===== src/rtl/idli_fetch_q_m_if.sv =====
`default_nettype none
// ============================================================================
// Module      : idli_fetch_q_m_if
// Description : Bundle between the SQI memory front end / execute stage and
//               the instruction fetch queue.
//               Inputs to the queue: phase counter, instruction word + valid,
//               redirect request + new PC, pop from decode.
//               Outputs from the queue: head instruction/PC/valid, stall,
//               occupancy count, sticky overflow flag.
//               master : the driving side (SQI interface, execute, decode)
//               slave  : the fetch queue
// Revision    : 1.0 - initial release
// ============================================================================
interface idli_fetch_q_m_if #(
  parameter int DEPTH = 2,
  parameter int PC_W  = 16
);
  localparam int CNT_W = $clog2(DEPTH + 1);

  logic [1:0]       i_fq_ctr;
  logic [15:0]      i_fq_instr;
  logic             i_fq_instr_vld;
  logic             i_fq_redirect;
  logic [PC_W-1:0]  i_fq_redirect_pc;
  logic             i_fq_pop;

  logic [15:0]      o_fq_instr;
  logic [PC_W-1:0]  o_fq_pc;
  logic             o_fq_vld;
  logic             o_fq_stall;
  logic [CNT_W-1:0] o_fq_count;
  logic             o_fq_ovf;

  modport master (
    output i_fq_ctr, i_fq_instr, i_fq_instr_vld, i_fq_redirect,
           i_fq_redirect_pc, i_fq_pop,
    input  o_fq_instr, o_fq_pc, o_fq_vld, o_fq_stall, o_fq_count, o_fq_ovf
  );

  modport slave (
    input  i_fq_ctr, i_fq_instr, i_fq_instr_vld, i_fq_redirect,
           i_fq_redirect_pc, i_fq_pop,
    output o_fq_instr, o_fq_pc, o_fq_vld, o_fq_stall, o_fq_count, o_fq_ovf
  );
endinterface
`default_nettype wire


===== src/rtl/idli_fetch_q_m.sv =====
`default_nettype none
// ============================================================================
// Module      : idli_fetch_q_m
// Description : Instruction fetch queue behind the SQI memory interface.
//               Captures each 16b instruction word at the end of a 4-GCK
//               period, tags it with its word address and buffers it for
//               decode. Stalls the SQI interface when full, flushes and
//               reloads the fetch PC on redirect.
// Ports       : i_fq_gck - core clock
//               i_fq_rst - asynchronous active-high reset
//               fq       - slave side of idli_fetch_q_m_if (handshakes,
//                          head entry, stall, count, overflow)
// Revision    : 1.0 - initial release
// ============================================================================
module idli_fetch_q_m #(
  parameter int DEPTH = 2,
  parameter int PC_W  = 16
) (
  input  wire logic       i_fq_gck,
  input  wire logic       i_fq_rst,
  idli_fetch_q_m_if.slave fq
);
  localparam int                   PTR_W      = (DEPTH > 1) ? $clog2(DEPTH) : 1;
  localparam int                   CNT_W      = $clog2(DEPTH + 1);
  localparam logic [CNT_W-1:0]     C_FULL     = CNT_W'(DEPTH);
  localparam logic [1:0]           C_LAST_PH  = 2'd3;

  // Entry storage (not reset; outputs are masked while empty)
  logic [15:0]      instr_mem [DEPTH];
  logic [PC_W-1:0]  pc_mem    [DEPTH];

  logic [PTR_W-1:0] rd_ptr;
  logic [PTR_W-1:0] wr_ptr;
  logic [CNT_W-1:0] count;
  logic [PC_W-1:0]  fpc_q;
  logic             ovf;

  logic boundary;
  logic redirect_acc;
  logic pop_acc;
  logic push_acc;
  logic ovf_evt;
  logic full;
  logic not_empty;

  assign full      = (count == C_FULL);
  assign not_empty = (count != '0);
  assign boundary  = (fq.i_fq_ctr == C_LAST_PH);

  // Redirect outranks both push and pop on the same boundary
  assign redirect_acc = boundary & fq.i_fq_redirect;
  assign pop_acc      = boundary & fq.i_fq_pop & not_empty & ~fq.i_fq_redirect;
  // A full queue can still accept a word if the head leaves in the same cycle
  assign push_acc     = boundary & fq.i_fq_instr_vld & ~fq.i_fq_redirect &
                        (~full | pop_acc);
  assign ovf_evt      = boundary & fq.i_fq_instr_vld & ~fq.i_fq_redirect &
                        full & ~pop_acc;

  always_ff @(posedge i_fq_gck or posedge i_fq_rst) begin
    if (i_fq_rst) begin
      rd_ptr <= '0;
      wr_ptr <= '0;
      count  <= '0;
      fpc_q  <= '0;
      ovf    <= 1'b0;
    end else begin
      if (redirect_acc) begin
        rd_ptr <= '0;
        wr_ptr <= '0;
        count  <= '0;
        fpc_q  <= fq.i_fq_redirect_pc;
      end else begin
        if (pop_acc) begin
          rd_ptr <= rd_ptr + PTR_W'(1);
        end
        if (push_acc) begin
          wr_ptr <= wr_ptr + PTR_W'(1);
          fpc_q  <= fpc_q + PC_W'(1);
        end
        if (push_acc && !pop_acc) begin
          count <= count + CNT_W'(1);
        end else if (pop_acc && !push_acc) begin
          count <= count - CNT_W'(1);
        end
      end
      if (ovf_evt) begin
        ovf <= 1'b1;
      end
    end
  end

  always_ff @(posedge i_fq_gck) begin
    if (push_acc) begin
      instr_mem[wr_ptr] <= fq.i_fq_instr;
      pc_mem[wr_ptr]    <= fpc_q;
    end
  end

  // Head read is combinational; everything it depends on is registered and
  // only changes on period boundaries, so it is stable for a whole period.
  assign fq.o_fq_vld   = not_empty;
  assign fq.o_fq_instr = not_empty ? instr_mem[rd_ptr] : 16'h0000;
  assign fq.o_fq_pc    = not_empty ? pc_mem[rd_ptr]    : '0;
  assign fq.o_fq_stall = full;
  assign fq.o_fq_count = count;
  assign fq.o_fq_ovf   = ovf;

endmodule
`default_nettype wire


===== src/flat_wrapper.sv =====
// flat-port wrapper written by rule: the top's interface ports become plain ports
module idli_fetch_q_m_flat 
#(
  parameter int DEPTH = 2,
  parameter int PC_W  = 16
)
  (i_fq_gck, i_fq_rst, fq_i_fq_ctr, fq_i_fq_instr, fq_i_fq_instr_vld, fq_i_fq_redirect, fq_i_fq_redirect_pc, fq_i_fq_pop, fq_o_fq_instr, fq_o_fq_pc, fq_o_fq_vld, fq_o_fq_stall, fq_o_fq_count, fq_o_fq_ovf);
  idli_fetch_q_m_if #(.DEPTH(DEPTH), .PC_W(PC_W)) fq_i ();
  input  wire logic i_fq_gck;
  input  wire logic i_fq_rst;
  input wire logic [$bits(fq_i.i_fq_ctr)-1:0] fq_i_fq_ctr;
  input wire logic [$bits(fq_i.i_fq_instr)-1:0] fq_i_fq_instr;
  input wire logic [$bits(fq_i.i_fq_instr_vld)-1:0] fq_i_fq_instr_vld;
  input wire logic [$bits(fq_i.i_fq_redirect)-1:0] fq_i_fq_redirect;
  input wire logic [$bits(fq_i.i_fq_redirect_pc)-1:0] fq_i_fq_redirect_pc;
  input wire logic [$bits(fq_i.i_fq_pop)-1:0] fq_i_fq_pop;
  output wire logic [$bits(fq_i.o_fq_instr)-1:0] fq_o_fq_instr;
  output wire logic [$bits(fq_i.o_fq_pc)-1:0] fq_o_fq_pc;
  output wire logic [$bits(fq_i.o_fq_vld)-1:0] fq_o_fq_vld;
  output wire logic [$bits(fq_i.o_fq_stall)-1:0] fq_o_fq_stall;
  output wire logic [$bits(fq_i.o_fq_count)-1:0] fq_o_fq_count;
  output wire logic [$bits(fq_i.o_fq_ovf)-1:0] fq_o_fq_ovf;
  assign fq_i.i_fq_ctr = fq_i_fq_ctr;
  assign fq_i.i_fq_instr = fq_i_fq_instr;
  assign fq_i.i_fq_instr_vld = fq_i_fq_instr_vld;
  assign fq_i.i_fq_redirect = fq_i_fq_redirect;
  assign fq_i.i_fq_redirect_pc = fq_i_fq_redirect_pc;
  assign fq_i.i_fq_pop = fq_i_fq_pop;
  assign fq_o_fq_instr = fq_i.o_fq_instr;
  assign fq_o_fq_pc = fq_i.o_fq_pc;
  assign fq_o_fq_vld = fq_i.o_fq_vld;
  assign fq_o_fq_stall = fq_i.o_fq_stall;
  assign fq_o_fq_count = fq_i.o_fq_count;
  assign fq_o_fq_ovf = fq_i.o_fq_ovf;
  idli_fetch_q_m #(.DEPTH(DEPTH), .PC_W(PC_W)) u_core (.i_fq_gck(i_fq_gck), .i_fq_rst(i_fq_rst), .fq(fq_i));
endmodule

===== config.mk =====
export PLATFORM = sky130hd
export DESIGN_NAME = idli_fetch_q_m_flat
export DESIGN_NICKNAME = d
export VERILOG_FILES = /design/src/rtl/idli_fetch_q_m_if.sv /design/src/rtl/idli_fetch_q_m.sv /design/src/flat_wrapper.sv
export SDC_FILE = /design/constraint.sdc
export NUM_CORES = 1
export LEC_CHECK = 0
export ABC_CLOCK_PERIOD_IN_PS = 9270
export CORE_ASPECT_RATIO = 2
export CORE_MARGIN = 3
export CORE_UTILIZATION = 52
export DETAILED_ROUTE_END_ITERATION = 7
export DONT_BUFFER_PORTS = 1
export HOLD_SLACK_MARGIN = 0.05
export PLACE_DENSITY = 0.69
export SLEW_MARGIN = 20
export SYNTH_ARGS = -nofsm -noshare
export SYNTH_HDL_FRONTEND = slang
export SYNTH_SLANG_ARGS = --single-unit

===== constraint.sdc =====
create_clock -name i_fq_gck -period 9.27 [get_ports i_fq_gck]
set_input_delay 0.927 -clock i_fq_gck [delete_from_list [all_inputs] [get_ports i_fq_gck]]
set_output_delay 0.927 -clock i_fq_gck [all_outputs]
set_load 0.01 [all_outputs]

==> flow_summary.toml, run 1 <==
[layout]
total_area_of_multi_input_combinational_cells_mm2 = 0.00117
num_antenna_cells = 0
drive_above_1_share_pct = 7.02
fin_nets = 321
area_delta_synth_final_pct = 9.69
finalCoreUtilization_pct = 59.7
commonest_non_fill_non_tap_cell_in_the_layout = "sky130_fd_sc_hd__edfxtp_1"
mostFrequentLayoutCells = "64 x sky130_fd_sc_hd__edfxtp_1, 40 x sky130_fd_sc_hd__nor2_1, 36 x sky130_fd_sc_hd__mux2i_1"
fin_area_mm2 = 0.00405
nFillCells = 544
seq_area_mm2 = 0.00245
finish.cell_count_without_fillers = 373

[worst_setup_path]
r2r_slack_ns = 7.10
crit-reg2reg-launch = "u_core.fq.o_fq_count[0]$_DFFE_PP0P_"
critical_path.startpoint_type = "flip-flop"
crit_type = "reg2out"
cp_arrival_ns = 1.76
crit_path_max_fanout = 33
timing.reg2reg.worst_path_depth = 7
worst_flop_to_flop_path_endpoint = "u_core.fq.o_fq_count[1]$_DFFE_PP0P_"
required_time_of_the_critical_path_ns = 8.34
critical_path.startpoint = "u_core.rd_ptr$_DFFE_PP0P_"
end_kind = "primary output"

[synthesis]
yosysUniqueCellTypes = 37
dominantRegCellSynth = "sky130_fd_sc_hd__edfxtp_1"
fraction_of_synthesized_area_in_multiplexers_pct = 9.76
synth_enable_flop_cells = 64
synth.yosys.seq_area_share_pct = 66.3
synthesis.instances = 280
synth.ff_latch_count = 85
post_synthesis_net_count = 321
synth_top_family_by_area = "simple AND/OR/NAND/NOR gates"
yosys_warnings = 0
synth_area_per_cell_um2 = 13.2
synth-adder-area-share_pct = 0.678
async_reset_ff_share_pct = 24.7
synth_simple_gate_area_share_pct = 15.4
yosys.area_share.xor_xnor_pct = 2.61
netlist_area_mm2 = 0.00369
synth_compound_gate_area_share_pct = 3.19

[placed_design]
standard_cell_area_after_detailed_placement_mm2 = 0.00377
place.detailed.hpwl_um = 4480
place.port_buffers = 0
place.gp.congestion = 0.822
post-place-cells = 357

[timing]
relSlewSlack_pct = 36.3
totalNegativeSetupSlack_ns = 0
rsz0062_at_grt = "false"
worst_slew_pin_slew_ns = 0.955
timing_max_transition_violations_final = 0
max_fclk_mhz = 372
finalHoldViolCount = 0
fin_crit_sh_pct = 29.0
setup_viol = 0
final.min_clock_period_ns = 2.69
fin_skew_ns = 0.00626

[power]
p_comb_share_pct = 20.1
power.share.sequential_pct = 48.3
power_density_mw_per_mm2 = 259
totalPowerFinal_mw = 1.05
clockPowerShare_pct = 31.7
power.ir.vdd_worst_v = 0.000196
power_report.internal_total_uw = 730
total_leakage_power_nw = 1.41
power.switching_uw = 319
p_sw_share_pct = 30.4

[clock_network]
h-tree-depth = 3
post_cts.resized_instances = 0
tritoncts = "yes"
postCtsSetupBuffers = 0
root_buffer_cell = "sky130_fd_sc_hd__clkbuf_16"
cts_hold_buf = 0
clock_path_buffers = 2
worst_skew_pair.late_latency_ns = 0.32
numCtsBuffers = 9
cts.clk_slew.worst_paths_ns = 0.05
numClockSinks = 85

[run]
cap_violations = 0

[drt]
route.detailed.vias_per_inst = 5.78
totalWireLength_um = 6490
drt_first_pass_iters = 4
routed_wire_length_per_instance_um = 17.4
ant_nets = 0
route.detailed.drc = 0
detail_route.iter0.violations = 107
dr_vias = 2157

[floorplan]
boundaryPins = 76
initial_util_pct = 54.5
core-area_mm2 = 0.00678
die_height_um = 125
placementRows = 42
die_area_mm2 = 0.00821
die_w_um = 65.6

[global_route]
grt-ovfl-total = 0
groute.usage.overall_pct = 17.2
largest_net_degree_at_the_start_of_global_routing = 34
antenna_found_initial = 0
grt_pass1_vias = 2202
grt_first_pass_wirelength_um = 10600

[hold_path]
timing.hold.worst.start = "u_core.fpc_q[15]$_DFFE_PP0P_"
hold_path_class = "reg2reg"
whs_path_depth = 0
holdPathEnd = "u_core.pc_mem[0][15]$_DFFE_PP_"

[run_status]
status = "finished, final reports clean"
## how the worst max path moves through the flow
stage,slack [ns],cells after the start,end
2_1_floorplan,5.48,2,u_core.instr_mem[0][0]$_DFFE_PP_
3_3_place_gp,6.86,5,u_core.fq.o_fq_count[1]$_DFFE_PP0P_
3_5_place_dp,6.79,5,u_core.fq.o_fq_count[1]$_DFFE_PP0P_
4_1_cts,6.50,2,fq_o_fq_pc[4]
5_1_grt,6.42,2,fq_o_fq_pc[4]
6_report,6.58,2,fq_o_fq_pc[4]
## kinds of logic (layout without fill, tap and decap cells)
| kind of cell | after synthesis | after routing |
|---|---|---|
| DFF | 85 | 85 |
| AOI/OAI and AO/OA | 20 | 20 |
| muxes | 36 | 36 |
| xor gates and xnor gates | 11 | 11 |
| buffers and inverters | 18 | 23 |
| adders and majority gates | 2 | 2 |
| and+or+nand+nor | 108 | 108 |
## layout make-up
cell class                 count  area share [%]
clock inverter                 2           0.865
inverter                       4           0.371
sequential                    85            60.5
tap                           88            2.72
multi-input combinational    177            29.0
timing repair buffer           3           0.556
clock buffer                  14            6.02
## cell usage after synthesis (4+ instances only)
master	n	area (µm²)
sky130_fd_sc_hd__and2_1	4	25.0
sky130_fd_sc_hd__buf_2	5	25.0
sky130_fd_sc_hd__clkbuf_1	8	30.0
sky130_fd_sc_hd__dfrtp_1	21	526
sky130_fd_sc_hd__edfxtp_1	64	1920
sky130_fd_sc_hd__inv_1	4	15.0
sky130_fd_sc_hd__mux2i_1	36	360
sky130_fd_sc_hd__nand2_1	15	56.3
sky130_fd_sc_hd__nand3_1	15	75.1
sky130_fd_sc_hd__nand4_1	6	37.5
sky130_fd_sc_hd__nor2_1	41	154
sky130_fd_sc_hd__nor3_1	4	20.0
sky130_fd_sc_hd__nor4_1	4	25.0
sky130_fd_sc_hd__o21ai_0	10	50.1
sky130_fd_sc_hd__xnor2_1	5	43.8
sky130_fd_sc_hd__xor2_1	6	52.6
## worst max-delay path, stage by stage, from the launching register on
cell and delay [ns]:
sky130_fd_sc_hd__dfrtp_2 0.98, sky130_fd_sc_hd__mux2i_1 0.20, sky130_fd_sc_hd__nor2_1 0.23
## power groups by stage
stage	Clock [mW]	Combinational, mW	Sequential, mW
finish	0.332	0.211	0.507
global route	0.359	0.237	0.515
CTS	0.340	0.217	0.508
detailed placement	0	0.217	0.516
global placement	0	0.214	0.513
floorplan	0	0.205	0.475
## sequential cells by signal, summed over array words and instances (netlist names)
| register | count |
|---|---|
| u_core.instr_mem | 32 |
| u_core.pc_mem | 32 |
| u_core.fpc_q | 16 |
| u_core.fq.o_fq_count | 2 |
| u_core.fq.o_fq_ovf | 1 |
| u_core.rd_ptr | 1 |
| u_core.wr_ptr | 1 |
## layer usage
metal / up-vias / GRT usage (%) / routed length, µm
met5: - / 0 / 0
met1: 1038 / 18.8 / 2310
li1: 1034 / - / -
met2: 70 / 29.3 / 3560
met3: 15 / 5.03 / 422
met4: 0 / 8.56 / 186
## through the flow
stage | hold slack [ns] | setup WS (ns)
after floorplan | 0.458 | 5.48
after global placement | 0.491 | 6.86
after detailed placement | 0.511 | 6.79
after CTS | 0.530 | 6.50
after global routing | 0.545 | 6.42
final | 0.523 | 6.58
(Power assumes the default switching activity.)
==> run 2: changes to the inputs <==
- ABC_CLOCK_PERIOD_IN_PS: 9270 -> 2200
- PLACE_DENSITY: 0.69 -> 0.72
- clock period: 9.27 -> 2.2 ns (I/O delays scaled with it)
==> run 2 against run 1 <==
  * Global-route usage rose by 0.90 points
  * Sequential power grew to 4.0 times the previous value
  * Clock power increased to 3.9 times the previous value
  * Critical path depth up 3
  * Flip-flop and latch count did not move
  * Clock skew is 0.0014 ns lower
  * Cell count increased by 10%
  * Setup slack got worse by 6.2 ns
  * Core utilization up 5.3 points
  * Non-clock buffer count increased by 38
  * Combinational power increased to 5.1 times the previous value
  * Critical endpoint is now u_core.fq.o_fq_count[1]$_DFFE_PP0P_
  * Largest power group unchanged
==> flow_summary.toml, run 2 (synthesis results as in run 1) <==
[layout]
num_antenna_cells = 0
mostFrequentLayoutCells = "64 x sky130_fd_sc_hd__edfxtp_1, 40 x sky130_fd_sc_hd__nor2_1, 36 x sky130_fd_sc_hd__mux2i_1"
area_delta_synth_final_pct = 19.4
drive_above_1_share_pct = 7.74
commonest_non_fill_non_tap_cell_in_the_layout = "sky130_fd_sc_hd__edfxtp_1"
fin_nets = 359
largest_registers = "u_core.instr_mem: 32 flops, u_core.pc_mem: 32 flops, u_core.fpc_q: 16 flops"

[power]
totalPowerFinal_mw = 4.42
total_leakage_power_nw = 1.56
power_density_mw_per_mm2 = 1000
power.ir.vdd_worst_v = 0.000937

[floorplan]
boundaryPins = 76
die_area_mm2 = 0.00821
initial_util_pct = 54.5
core-area_mm2 = 0.00678
die_w_um = 65.6
die_height_um = 125
placementRows = 42

[worst_setup_path]
crit_family = "simple AND/OR/NAND/NOR gates"
timing.critical_path.cells = "nor3b_2 -> nor2_1 -> ha_1 -> or3_1 -> a21oi_1"
slowest_delay_ns = 0.49
end_kind = "flip-flop"
cp_arrival_ns = 2.08
critical_path.startpoint = "u_core.fq.o_fq_count[0]$_DFFE_PP0P_"
critical_path.startpoint_type = "flip-flop"
critPathBufInv = 0
required_time_of_the_critical_path_ns = 2.45
crit_path_max_fanout = 7
crit-reg2reg-launch = "u_core.fq.o_fq_count[0]$_DFFE_PP0P_"
worst_path_max_delay_cell = "sky130_fd_sc_hd__dfrtp_1"
crit_type = "reg2reg"

[timing]
setup_viol = 0
final_critical_path_setup_slack_ns = 0.368
hold_ws_ns = 0.100
worst_slew_pin_slew_ns = 0.848
fin_crit_sh_pct = 83.3
relSlewSlack_pct = 43.4
finalHoldViolCount = 0
final.min_clock_period_ns = 1.83
fin_skew_ns = 0.00486
totalNegativeSetupSlack_ns = 0
timing_max_transition_violations_final = 0
max_fclk_mhz = 546
rsz0062_at_grt = "false"

[clock_network]
post_cts.resized_instances = 0
cts.clk_slew.worst_paths_ns = 0.06
h-tree-depth = 3
numClockSinks = 85
numCtsBuffers = 9
worst_skew_pair.late_latency_ns = 0.33
tritoncts = "yes"
clock_path_buffers = 2
root_buffer_cell = "sky130_fd_sc_hd__clkbuf_16"

[global_route]
grt_pass1_vias = 2341
met2_demand_to_capacity_share_in_global_routing_pct = 32.0
grt-busiest-layer = "met2"
grt_util_met1_pct = 19.7
grtUsageMet3_pct = 3.95
largest_net_degree_at_the_start_of_global_routing = 33
grt_first_pass_wirelength_um = 11200
antenna_found_initial = 0
grt-ovfl-total = 0
groute.usage.overall_pct = 18.0

[placed_design]
place.detailed.hpwl_um = 4670
place.gp.congestion = 0.902
place.port_buffers = 0
place_ws_ns = 0.400

[drt]
drt_first_pass_iters = 4
totalWireLength_um = 6900
route.detailed.drc = 0
routed_wire_length_per_instance_um = 16.8
ant_nets = 0
detail_route.iter0.violations = 121
dr_vias = 2309
route.detailed.vias_per_inst = 5.62

[hold_path]
timing.hold.worst.start = "fq_i_fq_redirect_pc[15]"
hold_path_class = "in2reg"

[run]
cap_violations = 0

[run_status]
status = "finished, final reports clean"
run 2: power breakdown:
group	switching, mW	total (mW)	internal, mW
logic	0.676	1.08	0.402
clock network	0.536	1.29	0.755
registers	0.184	2.05	1.87
total	1.40	4.42	3.03
run 2: timing repair:
item,4_1_cts,5_1_grt
hold buffers,32,0
endpoints found under the hold margin,68,0
buffers inserted,0,0
run 2: layout make-up:
cell class	instances	area [µm²]
flip-flops and latches	85	2450
fillers	515	2370
multi-input cells	177	1180
repair buffers	41	400
clock buffers	13	240
well taps	88	110
inverters	4	15.0
clock inverters	3	12.5
run 2: stage by stage:
step           utilization, %  cells  instance area (µm²)
3_5_place_dp             56.6    363                 3830
3_3_place_gp             56.6    363                 3830
6_report                 65.0    411                 4410
2_1_floorplan               -    280                 3700
5_1_grt                  65.0    411                 4410
4_1_cts                  65.0    411                 4410
run 2: worst reg2reg max path, cell delays in order, from the launching register on:
cell	delay, ns
sky130_fd_sc_hd__dfrtp_1	0.49
sky130_fd_sc_hd__nor3b_2	0.30
sky130_fd_sc_hd__nor2_1	0.11
sky130_fd_sc_hd__ha_1	0.33
sky130_fd_sc_hd__or3_1	0.35
sky130_fd_sc_hd__a21oi_1	0.16
run 2: final timing paths:
path	slack, ns	cells after the start	endpoint
max reg2reg	0.37	5	u_core.fq.o_fq_count[1]$_DFFE_PP0P_
min in group asynchronous	0.50	2	u_core.fpc_q[11]$_DFFE_PP0P_
min	0.10	2	u_core.fpc_q[15]$_DFFE_PP0P_
max in group asynchronous	1.12	2	u_core.rd_ptr$_DFFE_PP0P_
min reg2reg	0.50	0	u_core.pc_mem[0][15]$_DFFE_PP_
max	0.37	5	u_core.fq.o_fq_count[1]$_DFFE_PP0P_
run 2: layer usage:
metal | wire length (µm) | part of all wire (%)
met5 | 0 | 0
met2 | 3870 | 56
met1 | 2570 | 37
met4 | 139 | 2.0
met3 | 322 | 4.7
==> run 3: changes to the inputs <==
- ABC_CLOCK_PERIOD_IN_PS: 2200 -> 1700
- PLACE_DENSITY: 0.72 -> 0.69
- clock period: 2.2 -> 1.7 ns (I/O delays scaled with it)
==> run 3 against run 2 <==
  * Sequential share of layout area decreased by 4.4 points
  * Clock power is 66% higher
  * Non-clock buffer count is 29 higher
  * Critical endpoint unchanged
  * Combinational power rose by 67%
  * Largest cell class unchanged
  * Clock-buffer cell count stayed put
  * Fmax rose by 12%
  * First-iteration DRC count fell by 13%
  * Cell count grew 7.1%
  * Flip-flop and latch count unchanged
  * Clock skew down 0.00068 ns
  * Die area unchanged
  * Register-to-register slack lost 0.31 ns
==> flow_summary.toml, run 3 (synthesis results as in run 1) <==
[clock_network]
root_buffer_cell = "sky130_fd_sc_hd__clkbuf_16"
worst_skew_pair.late_latency_ns = 0.33
h-tree-depth = 3
tritoncts = "yes"
numClockSinks = 85
numCtsBuffers = 9
cts.clk_slew.worst_paths_ns = 0.06
clock_path_buffers = 2

[layout]
num_antenna_cells = 0
fin_nets = 388
commonest_non_fill_non_tap_cell_in_the_layout = "sky130_fd_sc_hd__edfxtp_1"
area_delta_synth_final_pct = 30.0
drive_above_1_share_pct = 19.0
mostFrequentLayoutCells = "64 x sky130_fd_sc_hd__edfxtp_1, 38 x sky130_fd_sc_hd__nor2_1, 36 x sky130_fd_sc_hd__mux2i_1"
largest_registers = "u_core.instr_mem: 32 flops, u_core.pc_mem: 32 flops, u_core.fpc_q: 16 flops"

[power]
power.ir.vdd_worst_v = 0.00147
total_leakage_power_nw = 1.76
power_density_mw_per_mm2 = 1360

[drt]
route.detailed.drc = 0
drt_first_pass_iters = 4
routed_wire_length_per_instance_um = 16.4
routed-wl-met2_um = 4090
route.detailed.vias_per_inst = 5.57
detailroute.wirelength.met3_um = 360
totalWireLength_um = 7240
ant_nets = 0
detail_route.iter0.violations = 105
dr_vias = 2449
met1_length_um = 2560
dr.max_layer_used = "met4"

[timing]
final.min_clock_period_ns = 1.64
max_fclk_mhz = 611
hold_ws_ns = 0.231
finalHoldViolCount = 0
worst_slew_pin_slew_ns = 0.527
rsz0062_at_grt = "true"
relSlewSlack_pct = 64.9
setup_viol = 0
timing_max_transition_violations_final = 0
totalNegativeSetupSlack_ns = 0
fin_crit_sh_pct = 96.3
fin_skew_ns = 0.00418

[run_status]
status = "finished, final reports clean"

[placed_design]
place.gp.congestion = 0.853
place.port_buffers = 0
place.detailed.hpwl_um = 5010

[floorplan]
boundaryPins = 76
die_w_um = 65.6
die_height_um = 125
initial_util_pct = 54.5
placementRows = 42
die_area_mm2 = 0.00821
core-area_mm2 = 0.00678

[worst_setup_path]
crit_type = "reg2reg"
critical_path.startpoint_type = "flip-flop"
r2r_slack_ns = 0.06
required_time_of_the_critical_path_ns = 1.95
timing.critical_path.cells = "nor3b_4 -> nor2_4 -> ha_4 -> xor2_1 -> or3_1 -> a21oi_2"
slowest_delay_ns = 0.45
cp_arrival_ns = 1.89
crit-reg2reg-launch = "u_core.fq.o_fq_count[0]$_DFFE_PP0P_"
end_kind = "flip-flop"
crit_family = "simple AND/OR/NAND/NOR gates"
worst_path_max_delay_cell = "sky130_fd_sc_hd__dfrtp_2"
crit_path_max_fanout = 4
critical_path.startpoint = "u_core.fq.o_fq_count[0]$_DFFE_PP0P_"
critPathBufInv = 0

[global_route]
grt_pass1_vias = 2397
groute.usage.overall_pct = 18.3
largest_net_degree_at_the_start_of_global_routing = 33
grt_first_pass_wirelength_um = 11200
antenna_found_initial = 0
grt-ovfl-total = 0

[hold_path]
timing.hold.worst.start = "fq_i_fq_pop"
hold_path_class = "in2reg"

[run]
cap_violations = 0
[run 3: changes by cell type in the layout (fill, tap and decap cells not counted), sizes merged]
cell         delta
clkinv          -2
dlygate4sd3     +1
buf            +28
bufinv          +2
[run 3: metrics by stage]
step / cells / worst slack, ns / instance area [µm²] / utilization [%] / total power, mW
after floorplan: 280 / -0.123 / 3720 / - / 3.74
after global placement: 386 / 0.0633 / 4050 / 59.7 / 4.26
after detailed placement: 386 / 0.0177 / 4050 / 59.7 / 4.29
after CTS: 435 / 0.0128 / 4730 / 69.8 / 6.53
after global routing: 440 / -0.00849 / 4800 / 70.8 / 6.86
final: 440 / 0.0625 / 4800 / 70.8 / 6.55
[run 3: final cells by class]
| cell class | instances | area (µm²) |
|---|---|---|
| sequential | 85 | 2450 |
| fill | 455 | 1980 |
| multi-input combinational | 177 | 1230 |
| timing repair buffer | 70 | 649 |
| clock buffer | 13 | 280 |
| tap | 88 | 110 |
| clock inverter | 3 | 65.1 |
| inverter | 4 | 15.0 |
[run 3: worst min-delay path: stages]
cell and delay [ns]:
sky130_fd_sc_hd__nor3b_4 0.03, sky130_fd_sc_hd__buf_4 0.16, sky130_fd_sc_hd__a21o_1 0.15
[run 3: what timing repair did]
| item | 4_1_cts | 5_1_grt |
|---|---|---|
| resized for setup | 2 | 6 |
| endpoints found under the hold margin | 69 | 0 |
| pin swaps | 0 | 4 |
| hold buffers | 33 | 0 |
| setup endpoints to repair | 6 | 10 |
| setup buffers | 0 | 5 |
[run 3: report_power, final]
part	internal, mW	leakage, nW	total, mW	switching, mW
clock	1.44	0.172	2.14	0.702
sequential	2.43	0.811	2.60	0.171
combinational	0.781	0.780	1.80	1.02
total	4.65	1.76	6.55	1.89
[run 3: worst paths after layout]
| kind | endpoint | cells after the start |
|---|---|---|
| worst max-delay path | u_core.fq.o_fq_count[1]$_DFFE_PP0P_ | 6 |
| worst min-delay path | u_core.fq.o_fq_ovf$_DFFE_PP0P_ | 3 |
| worst max register to register | u_core.fq.o_fq_count[1]$_DFFE_PP0P_ | 6 |
| worst min register to register | u_core.pc_mem[0][13]$_DFFE_PP_ | 0 |
| max in group asynchronous | u_core.rd_ptr$_DFFE_PP0P_ | 3 |
| min in group asynchronous | u_core.fpc_q[12]$_DFFE_PP0P_ | 3 |
[run 3: per-layer routing]
layer | GRT usage [%] | up-vias
met3 | 4.22 | 17
met2 | 32.8 | 87
met4 | 9.90 | 0
met1 | 19.1 | 1184
li1 | - | 1161
met5 | 0 | -
